===== config.mk =====
export PLATFORM = sky130hd
export DESIGN_NAME = letc_core_fetch2_buffer
export DESIGN_NICKNAME = d
export VERILOG_FILES = /design/src/rtl/letc_core_fetch2_buffer.sv
export SDC_FILE = /design/constraint.sdc
export NUM_CORES = 1
export LEC_CHECK = 0
export BUFFER_PORTS_ARGS = -buffer_cell sky130_fd_sc_hd__buf_2
export CORE_AREA = 10 10 215 299
export CTS_CLUSTER_DIAMETER = 200
export DETAILED_ROUTE_END_ITERATION = 8
export DIE_AREA = 0 0 225 309
export HOLD_SLACK_MARGIN = 0.15
export PLACE_DENSITY = 0.47
export SLEW_MARGIN = 40
export SYNTH_ARGS = -nofsm -noshare
export SYNTH_HDL_FRONTEND = slang
export SYNTH_SLANG_ARGS = --single-unit
export TNS_END_PERCENT = 1

===== constraint.sdc =====
create_clock -name clk -period 5.1 [get_ports clk]
set_input_delay 0.51 -clock clk [delete_from_list [all_inputs] [get_ports clk]]
set_output_delay 0.51 -clock clk [all_outputs]
set_load 0.05 [all_outputs]

===== src/rtl/letc_core_fetch2_buffer.sv =====
// Fetch-2 response buffer: pairs in-order imem responses with their request
// PCs and presents the oldest {pc, instr, fault} to decode. A flush empties the
// buffers and turns every in-flight request into a response that is dropped.
module letc_core_fetch2_buffer #(
  parameter int unsigned DEPTH = 4
) (
  input  logic        clk,
  input  logic        rst,
  input  logic        stage_stall,
  input  logic        stage_flush,
  input  logic        f1_req_valid,
  input  logic [31:0] f1_req_pc,
  output logic        f1_req_ready,
  input  logic        imem_rsp_valid,
  input  logic [31:0] imem_rsp_instr,
  input  logic        imem_rsp_fault,
  output logic        f2_to_d_valid,
  output logic [31:0] f2_to_d_instr,
  output logic [31:0] f2_to_d_pc,
  output logic        f2_to_d_fault
);
  localparam int unsigned PW = (DEPTH > 1) ? $clog2(DEPTH) : 1;
  localparam int unsigned CW = PW + 1;
  localparam logic [PW-1:0] PTR_ONE  = PW'(1);
  localparam logic [PW-1:0] PTR_ZERO = PW'(0);
  localparam logic [CW-1:0] CNT_ONE  = CW'(1);
  localparam logic [CW-1:0] CNT_ZERO = CW'(0);
  localparam logic [CW+1:0] DEPTH_W  = (CW+2)'(DEPTH);

  // Pending-PC FIFO: requests issued to imem whose response has not arrived
  logic [31:0]   pend_pc_q [DEPTH];
  logic [31:0]   pend_pc_d [DEPTH];
  logic [PW-1:0] pend_wr_q, pend_wr_d, pend_rd_q, pend_rd_d;
  logic [CW-1:0] pend_cnt_q, pend_cnt_d;

  // Responses still owed by imem for requests that a flush killed
  logic [CW-1:0] drop_cnt_q, drop_cnt_d;

  // Instruction FIFO feeding decode
  logic [31:0]   buf_pc_q    [DEPTH];
  logic [31:0]   buf_pc_d    [DEPTH];
  logic [31:0]   buf_instr_q [DEPTH];
  logic [31:0]   buf_instr_d [DEPTH];
  logic          buf_fault_q [DEPTH];
  logic          buf_fault_d [DEPTH];
  logic [PW-1:0] buf_wr_q, buf_wr_d, buf_rd_q, buf_rd_d;
  logic [CW-1:0] buf_cnt_q, buf_cnt_d;

  logic [CW+1:0] occ_s;
  logic          drop_zero_s;
  logic          ready_s;
  logic          req_fire_s;
  logic          rsp_take_s;
  logic          rsp_drop_s;
  logic          pop_s;

  // Handshake decode; ready uses pre-edge counts so a same-cycle pop never frees a slot early
  always_comb begin
    occ_s       = {2'b00, pend_cnt_q} + {2'b00, drop_cnt_q} + {2'b00, buf_cnt_q};
    drop_zero_s = (drop_cnt_q == CNT_ZERO);
    ready_s     = !rst && !stage_flush && (occ_s < DEPTH_W);
    req_fire_s  = f1_req_valid && ready_s;
    rsp_take_s  = imem_rsp_valid && drop_zero_s;
    rsp_drop_s  = imem_rsp_valid && !drop_zero_s;
    pop_s       = !rst && !stage_flush && !stage_stall && (buf_cnt_q != CNT_ZERO);
  end

  // Next-state for both FIFOs and the drop counter
  always_comb begin
    pend_pc_d   = pend_pc_q;
    pend_wr_d   = pend_wr_q;
    pend_rd_d   = pend_rd_q;
    pend_cnt_d  = pend_cnt_q;
    drop_cnt_d  = drop_cnt_q;
    buf_pc_d    = buf_pc_q;
    buf_instr_d = buf_instr_q;
    buf_fault_d = buf_fault_q;
    buf_wr_d    = buf_wr_q;
    buf_rd_d    = buf_rd_q;
    buf_cnt_d   = buf_cnt_q;
    if (stage_flush) begin
      // Every outstanding request becomes a dropped response; one arriving now is already gone
      pend_wr_d  = PTR_ZERO;
      pend_rd_d  = PTR_ZERO;
      pend_cnt_d = CNT_ZERO;
      buf_wr_d   = PTR_ZERO;
      buf_rd_d   = PTR_ZERO;
      buf_cnt_d  = CNT_ZERO;
      drop_cnt_d = drop_cnt_q + pend_cnt_q - (imem_rsp_valid ? CNT_ONE : CNT_ZERO);
    end else begin
      if (req_fire_s) begin
        pend_pc_d[pend_wr_q] = f1_req_pc;
        pend_wr_d            = pend_wr_q + PTR_ONE;
      end else begin
        pend_wr_d = pend_wr_q;
      end
      if (rsp_drop_s) begin
        drop_cnt_d = drop_cnt_q - CNT_ONE;
      end else begin
        drop_cnt_d = drop_cnt_q;
      end
      if (rsp_take_s) begin
        pend_rd_d             = pend_rd_q + PTR_ONE;
        buf_pc_d[buf_wr_q]    = pend_pc_q[pend_rd_q];
        buf_instr_d[buf_wr_q] = imem_rsp_instr;
        buf_fault_d[buf_wr_q] = imem_rsp_fault;
        buf_wr_d              = buf_wr_q + PTR_ONE;
      end else begin
        pend_rd_d = pend_rd_q;
        buf_wr_d  = buf_wr_q;
      end
      if (pop_s) begin
        buf_rd_d = buf_rd_q + PTR_ONE;
      end else begin
        buf_rd_d = buf_rd_q;
      end
      pend_cnt_d = pend_cnt_q + (req_fire_s ? CNT_ONE : CNT_ZERO) - (rsp_take_s ? CNT_ONE : CNT_ZERO);
      buf_cnt_d  = buf_cnt_q + (rsp_take_s ? CNT_ONE : CNT_ZERO) - (pop_s ? CNT_ONE : CNT_ZERO);
    end
  end

  // State registers with synchronous reset; storage cleared so data outputs read 0 after reset
  always_ff @(posedge clk) begin
    if (rst) begin
      pend_wr_q  <= PTR_ZERO;
      pend_rd_q  <= PTR_ZERO;
      pend_cnt_q <= CNT_ZERO;
      drop_cnt_q <= CNT_ZERO;
      buf_wr_q   <= PTR_ZERO;
      buf_rd_q   <= PTR_ZERO;
      buf_cnt_q  <= CNT_ZERO;
      for (int i = 0; i < int'(DEPTH); i++) begin
        pend_pc_q[i]   <= 32'h0000_0000;
        buf_pc_q[i]    <= 32'h0000_0000;
        buf_instr_q[i] <= 32'h0000_0000;
        buf_fault_q[i] <= 1'b0;
      end
    end else begin
      pend_pc_q   <= pend_pc_d;
      pend_wr_q   <= pend_wr_d;
      pend_rd_q   <= pend_rd_d;
      pend_cnt_q  <= pend_cnt_d;
      drop_cnt_q  <= drop_cnt_d;
      buf_pc_q    <= buf_pc_d;
      buf_instr_q <= buf_instr_d;
      buf_fault_q <= buf_fault_d;
      buf_wr_q    <= buf_wr_d;
      buf_rd_q    <= buf_rd_d;
      buf_cnt_q   <= buf_cnt_d;
    end
  end

  assign f1_req_ready  = ready_s;
  assign f2_to_d_valid = pop_s;
  assign f2_to_d_pc    = buf_pc_q[buf_rd_q];
  assign f2_to_d_instr = buf_instr_q[buf_rd_q];
  assign f2_to_d_fault = buf_fault_q[buf_rd_q];

`ifndef SYNTHESIS
  // Every imem response must belong to a pending or a dropped request
  a_rsp_has_owner: assert property (@(posedge clk) disable iff (rst)
    !(imem_rsp_valid && (pend_cnt_q == CNT_ZERO) && (drop_cnt_q == CNT_ZERO)));
`endif

endmodule


==> results of run 1 <==
-- registers in the layout, summed over array words and instances (netlist names) --
| register | cells |
|---|---|
| buf_instr_q | 128 |
| pend_wr_q | 2 |
| drop_cnt_q | 3 |
| pend_rd_q | 2 |
| buf_rd_q | 2 |
| pend_cnt_q | 3 |
| buf_pc_q | 128 |
| pend_pc_q | 128 |
| buf_wr_q | 2 |
| buf_cnt_q | 3 |
| buf_fault_q | 4 |
-- through the flow --
stage / total power [uW] / cells / hold WS, ps / utilization
after global routing: 7390 / 2667 / 192 / 0.344
after global placement: 3980 / 2595 / 438 / 0.319
final: 7100 / 2667 / 211 / 0.344
after floorplan: 3790 / 1832 / 433 / -
after detailed placement: 4000 / 2596 / 443 / 0.320
after CTS: 7220 / 2667 / 174 / 0.344
-- kinds of logic after synthesis --
| group | after synthesis | synth area share |
|---|---|---|
| AND/OR/NAND/NOR | 731 | 0.189 |
| adder cells (fa/ha/maj) | 26 | 0.0212 |
| multiplexers | 225 | 0.199 |
| XOR/XNOR | 11 | 0.00552 |
| flip-flops | 405 | 0.465 |
| buffers and inverters | 163 | 0.0414 |
| AO/OA/AOI/OAI | 271 | 0.0799 |
-- cells in the mapped netlist (all sizes together) --
| cell | count |
|---|---|
| or2b | 1 |
| fa | 6 |
| a311o | 3 |
| and4bb | 1 |
| xnor2 | 10 |
| buf | 34 |
| nor2b | 1 |
| or2 | 1 |
| or4b | 1 |
| and2 | 8 |
| dfxtp | 405 |
| mux4 | 97 |
| ha | 20 |
| xor2 | 1 |
| nand2 | 531 |
| a21oi | 265 |
| a211oi | 3 |
| nor4b | 1 |
| nand2b | 162 |
| nor2 | 10 |
| nor3b | 1 |
| mux2i | 128 |
| inv | 20 |
| nand4 | 6 |
| nor3 | 4 |
| clkbuf | 109 |
| or3b | 1 |
| nand3 | 2 |
-- layer usage --
layer	share of wire	track usage
met2	0.49	0.247
met1	0.44	0.173
met5	0.00042	0
met4	0.019	0.0341
met3	0.049	0.0315
-- final cells by class --
| type | instances | area, um2 | area share |
|---|---|---|---|
| sequential | 405 | 8120 | 0.404 |
| clock inverter | 12 | 173 | 0.00858 |
| clock buffer | 59 | 1240 | 0.0614 |
| tap | 749 | 937 | 0.0466 |
| timing repair buffer | 158 | 892 | 0.0443 |
| inverter | 20 | 75.1 | 0.00373 |
| multi-input combinational | 1264 | 8690 | 0.432 |
-- cells in the final DEF, fill, tap and decap left out, drive strengths merged, types with 2 or more instances in the layout --
cell      n
ha       20
a311o     3
buf     157
clkbuf   60
and2      8
nand3     2
a211oi    3
nor3      4
fa        6
nand2   531
nand4     6
bufinv    4
nand2b  162
xnor2    10
dfxtp   405
a21oi   265
nor2     10
clkinv    5
mux4     97
mux2i   128
inv      22
-- final timing paths --
check | slack [ps] | cells past startpoint | endpoint
max | 1180 | 16 | pend_cnt_q[2]
min | 210 | 3 | buf_instr_q[102]
max reg2reg | 1180 | 16 | pend_cnt_q[2]
min reg2reg | 450 | 2 | buf_instr_q[53]
-- worst max-delay path, delay by kind of cell (launching register included) --
kind                     cells  cell delay, ps
adder cells (fa/ha/maj)      5            1810
flip-flops                   1             400
XOR/XNOR                     2             330
AND/OR/NAND/NOR              4             550
buffers and inverters        4             450
AO/OA/AOI/OAI                1             240
-- power groups by stage --
stage          logic, uW  registers (uW)  clock network (uW)
5_1_grt              726            3260                3410
3_3_place_gp         653            3320                   0
3_5_place_dp         670            3330                   0
4_1_cts              672            3250                3290
6_report             658            3250                3180
2_1_floorplan        474            3310                   0
==> reports/metrics.yaml, run 1 <==
status: "complete, no violations"
grt_max_degree: 132
r2r_start: "drop_cnt_q[2]"
cp_cell_sequence: "inv_1 > fa_1 > inv_1 > fa_1 > or2b_1 > a211oi_4 > buf_4 > and2_2 > nand2_1 > ha_1 > inv_1 > ha_1 > fa_1 > xnor2_1 > xnor2_1 > nor2_1"
final_hold_viol_count: 0
finalCritPeriodShare: 0.769
clock_sinks: 405
p_comb_frac: 0.093
power.leakage_uw: 0.00765
switching_share: 0.248
rows: 105
synth_cells: 1832
crit_slowest_cell: "fa_1"
vias: 12900
cts_resized: 0
drt-wirelength-per-cell_um: 18.6
antenna_cells: 0
die_area_mm2: 0.0695
grtUsageTotal: 0.141
timing.setup.tns_ps: 0
drv_slew: 0
setup_violations: 0
grt_pass1_wl_um: 77300
syn-cell-area_mm2: 0.0174
synth.largest_area_cell: "dfxtp_1"
synthDistinctLibCells: 35
final.setup_skew_ps: 20.6
finalInstanceArea_mm2: 0.0201
critPathKind: "reg -> reg"
clk_latency_ps: 570
postCtsSetupBuffers: 0
drt_first_iter_violations: 768
die_w_um: 225
max_stage_delay_ps: 510
route.detailed.drc: 0
dp_slack_ps: 1190
cap_violations: 0
p_sw_uw: 1760
ys_ff_latch: 405
crit_path_start: "drop_cnt_q[2]"
core_area_mm2: 0.0585
power_frac_seq: 0.459
avgViaCountPerCell: 4.82
drive_gt1_frac: 0.178
htree_levels: 2
start_util: 0.298
clk_pin_slew_worst_paths_ps: 60
die_y_um: 309
cts_tree: "yes"
rsz0062_at_grt: "no"
relSlewSlack: 0.446
place_area_mm2: 0.0187
startpoint_type: "flop"
worst_pin_slew_ps: 832
grt.overflow.total: 0
ios: 138
syn_avg_cell_area_um2: 9.52
antenna_found_initial: 2
hold_buffers: 0
portBuffers: 137
cts_root_buf: "clkbuf_16"
ys_warn_count: 0
yosysSeqAreaShare: 0.465
cts_buffer_depth: 3
fillers: 5931
end_kind: "flop"
first_global_vias: 13200
cts_made_buffers: 43
syn_to_final_growth_pct: 15.3
fin_nets: 1989
vdd_drop_max_uv: 186
power_density_mw_per_mm2: 353
required_ps: 5530
path_max_fanout: 9
p_clk_frac: 0.449
p_int_uw: 5340
gp_congestion: 0.715
worstPathArrival_ps: 4350
dr.pass1.iters: 5
wl_um: 49600
fin_crit_ps: 3920
synth_area_leaders: "dfxtp_1 (46%), mux4_2 (13%), nand2_1 (11%), a21oi_1 (7.6%), mux2i_1 (7.3%)"
hold_path.class: "in -> reg"
yosysTopAreaCellShare: 0.465
syn-num-nets: 1929
hpwl_um: 29200
min_from: "imem_rsp_instr[6]"
setup_ws_ps: 1180
drtAntennaViolNets: 0
max_freq_mhz: 255
Power figures use the tool's default switching activity.
==> inputs of run 2 (changes only) <==
--- a/config.mk
+++ b/config.mk
@@ -5,11 +5,12 @@
 export SDC_FILE = /design/constraint.sdc
 export NUM_CORES = 1
 export LEC_CHECK = 0
+export ABC_AREA = 1
 export BUFFER_PORTS_ARGS = -buffer_cell sky130_fd_sc_hd__buf_2
-export CORE_AREA = 10 10 215 299
+export CORE_AREA = 10 10 218 303
 export CTS_CLUSTER_DIAMETER = 200
 export DETAILED_ROUTE_END_ITERATION = 8
-export DIE_AREA = 0 0 225 309
+export DIE_AREA = 0 0 228 313
 export HOLD_SLACK_MARGIN = 0.15
 export PLACE_DENSITY = 0.47
 export SLEW_MARGIN = 40
==> constraint.sdc (replaced) <==
create_clock -name clk -period 3.9 [get_ports clk]
set_input_delay 0.39 -clock clk [delete_from_list [all_inputs] [get_ports clk]]
set_output_delay 0.39 -clock clk [all_outputs]
set_load 0.05 [all_outputs]
==> reports/metrics.yaml, run 2 <==
status: "complete, no violations"
cts_tree: "yes"
relSlewSlack: 0.416  # -0.0296
gp_congestion: 0.754  # +5.5%
ys_ff_latch: 405  # unchanged
required_ps: 4400  # -1130 ps
ys_warn_count: 0  # unchanged
power_density_mw_per_mm2: 455  # +29%
max_freq_mhz: 275  # +7.8%
drt_first_iter_violations: 1152  # +50%
synthDistinctLibCells: 27  # -23%
whs_path_depth: 4  # +1
rr_worst_depth: 15  # -1
die_y_um: 313  # +1.3%
syn_avg_cell_area_um2: 6.78  # -29%
power.leakage_uw: 0.00944  # +23%
antenna_found_initial: 0  # -2
clock_sinks: 405  # unchanged
syn-cell-area_mm2: 0.0179  # +2.9%
synth.most_common_cell: "nor2_1"
synth_adder_area_share: 0.0206  # -0.000593
yosysTopAreaCellShare: 0.452  # -0.0130
route.detailed.drc: 0  # unchanged
hold_path.class: "in -> reg"
use_met1: 0.193  # +0.0202
first_global_vias: 16100  # +22%
syn_to_final_growth_pct: 18.7
holdPathEnd: "buf_wr_q[0]"
synth_cells: 2648  # +45%
wl_um: 58100  # +17%
busiest_layer: "met2"
cap_violations: 0  # unchanged
synth.largest_area_cell: "dfxtp_1"
layout_common_cells: "nor2_1 (657), nand2_1 (572), dfxtp_1 (403)"
clk_latency_ps: 590  # +20 ps
synth_top_family_by_area: "simple AND/OR/NAND/NOR gates"
rsz0062_at_grt: "no"
timing.setup.tns_ps: 0  # unchanged
cp_cell_sequence: "inv_1 > fa_1 > a21oi_1 > fa_1 > inv_1 > nand3_4 > nor2_8 > nand3_2 > ha_1 > inv_1 > ha_1 > fa_1 > xor2_1 > o21ai_0 > a21oi_1"
netlist_top_cells_count: "nor2_1 (657), nand2_1 (576), dfxtp_1 (405)"
r2r_start: "pend_cnt_q[1]"
yosysSeqAreaShare: 0.452  # -0.0130
grt_use_met2: 0.279  # +0.0319
path_max_fanout: 6  # -3
drt-wirelength-per-cell_um: 16.2  # -13%
synth-simple-area-share: 0.269  # +0.0803
grt_pass1_wl_um: 91800  # +19%
start_util: 0.297  # -0.00117
fillers: 6394  # +7.8%
end_kind: "flop"
antenna_cells: 0  # unchanged
die_w_um: 228  # +1.3%
final.setup_skew_ps: 20.9  # +0.287 ps
synth_area_leaders: "dfxtp_1 (45%), nor2_1 (14%), nand2_1 (12%), a21oi_1 (6.7%), o21ai_0 (6.2%)"
cts_made_buffers: 45  # +4.7%
async_reset_ff_frac: 0  # unchanged
htree_levels: 2  # unchanged
grtUsageTotal: 0.158  # +0.0168
finalCritPeriodShare: 0.934  # +0.164
crit_slowest_cell: "fa_1"
final_hold_viol_count: 0  # unchanged
ios: 138  # unchanged
fin_crit_ps: 3640  # -282 ps
grt_max_degree: 86  # -35%
synth_compound_area_frac: 0.173  # +0.0927
cts_buffer_depth: 3  # unchanged
grt.overflow.total: 0  # unchanged
final_common_cell: "nor2_1"
avgViaCountPerCell: 4.68  # -2.8%
regToRegEndpoint: "pend_cnt_q[2]"
dr.pass1.iters: 5  # unchanged
met3_usage: 0.0274  # -0.00415
portBuffers: 137  # unchanged
synthFlopType: "dfxtp_1"
r2r_slack_ps: 260  # -920 ps
hpwl_um: 34100  # +17%
vias: 16800  # +31%
vdd_drop_max_uv: 281  # +51%
clk_pin_slew_worst_paths_ps: 60  # about the same
max_stage_delay_ps: 520  # about the same
critPathKind: "reg -> reg"
setup_violations: 0  # unchanged
synth_xor_area_frac: 0.00244  # -0.00308
synth_edf_count: 0  # unchanged
syn-num-nets: 2745  # +42%
startpoint_type: "flop"
core_area_mm2: 0.0604  # +3.3%
cts_root_buf: "clkbuf_16"
die_area_mm2: 0.0714  # +2.6%
top_regs: "buf_instr_q (128), buf_pc_q (128), pend_pc_q (128)"
worst_pin_slew_ps: 876  # +44.3 ps
fin_nets: 2841  # +43%
min_from: "rst"
drtAntennaViolNets: 0  # unchanged
postCtsSetupBuffers: 0  # unchanged
final_core_util: 0.353  # +0.00876
drive_gt1_frac: 0.0968  # -0.0815
drv_slew: 0  # unchanged
worstPathArrival_ps: 4140  # -210 ps
synthMuxAreaShare: 0  # -0.199
rows: 107  # +1.9%
## run 2: logic make-up after synthesis
group | after synthesis
adders and majority gates | 26
AOI/OAI and AO/OA | 602
buffers and inverters | 359
DFF | 405
xor gates and xnor gates | 5
and+or+nand+nor | 1251
## run 2: per-stage QoR
stage	instances	setup WS [ps]	hold WS [ps]	power (uW)	area (um2)
2_1_floorplan	2648	547	441	5130	17900
3_3_place_gp	3448	249	449	5480	19200
3_5_place_dp	3449	192	452	5500	19200
4_1_cts	3596	168	165	9860	21300
5_1_grt	3596	57.4	184	10100	21300
6_report	3596	259	184	9690	21300
## run 2: worst max-delay path by stage
stage | start | end | cells past startpoint
2_1_floorplan | pend_cnt_q[1] | pend_cnt_q[2] | 15
3_3_place_gp | buf_cnt_q[1] | pend_cnt_q[2] | 15
5_1_grt | pend_cnt_q[1] | pend_cnt_q[2] | 15
6_report | pend_cnt_q[1] | pend_cnt_q[2] | 15
4_1_cts | pend_cnt_q[1] | pend_cnt_q[2] | 15
3_5_place_dp | pend_cnt_q[1] | pend_cnt_q[2] | 15
## run 2: report_power, final
group          switching, uW  internal (uW)
Sequential              57.6           4250
Combinational            810            329
Clock                   1800           2440
Total                   2670           7020
## run 2: area by class of cell
cell class	count	area [um2]	share of cell area
multi-input combinational	1884	8360	0.392
sequential	405	8110	0.381
timing repair buffer	237	1710	0.0804
clock buffer	70	1340	0.0629
tap	817	1020	0.0480
inverter	171	652	0.0306
clock inverter	12	110	0.00517
## run 2: per-layer routing
layer	wire length [um]	share of wire
met3	2780	0.048
met2	28500	0.49
met5	0	0
met4	1360	0.023
met1	25500	0.44
## run 2: worst max-delay path: cells and delay by family (launching register included)
kind                       cells  cell delay, ps
adders and majority gates      5            1830
and+or+nand+nor                3             420
DFF                            1             350
AOI/OAI and AO/OA              3             470
buffers and inverters          3             260
xor gates and xnor gates       1             230
## run 2: repair_timing
action                                 in CTS  in global routing
setup endpoints to repair                   0                  1
gates resized for setup                     0                  1
hold buffers                               65                  0
endpoints found under the hold margin     260                  0
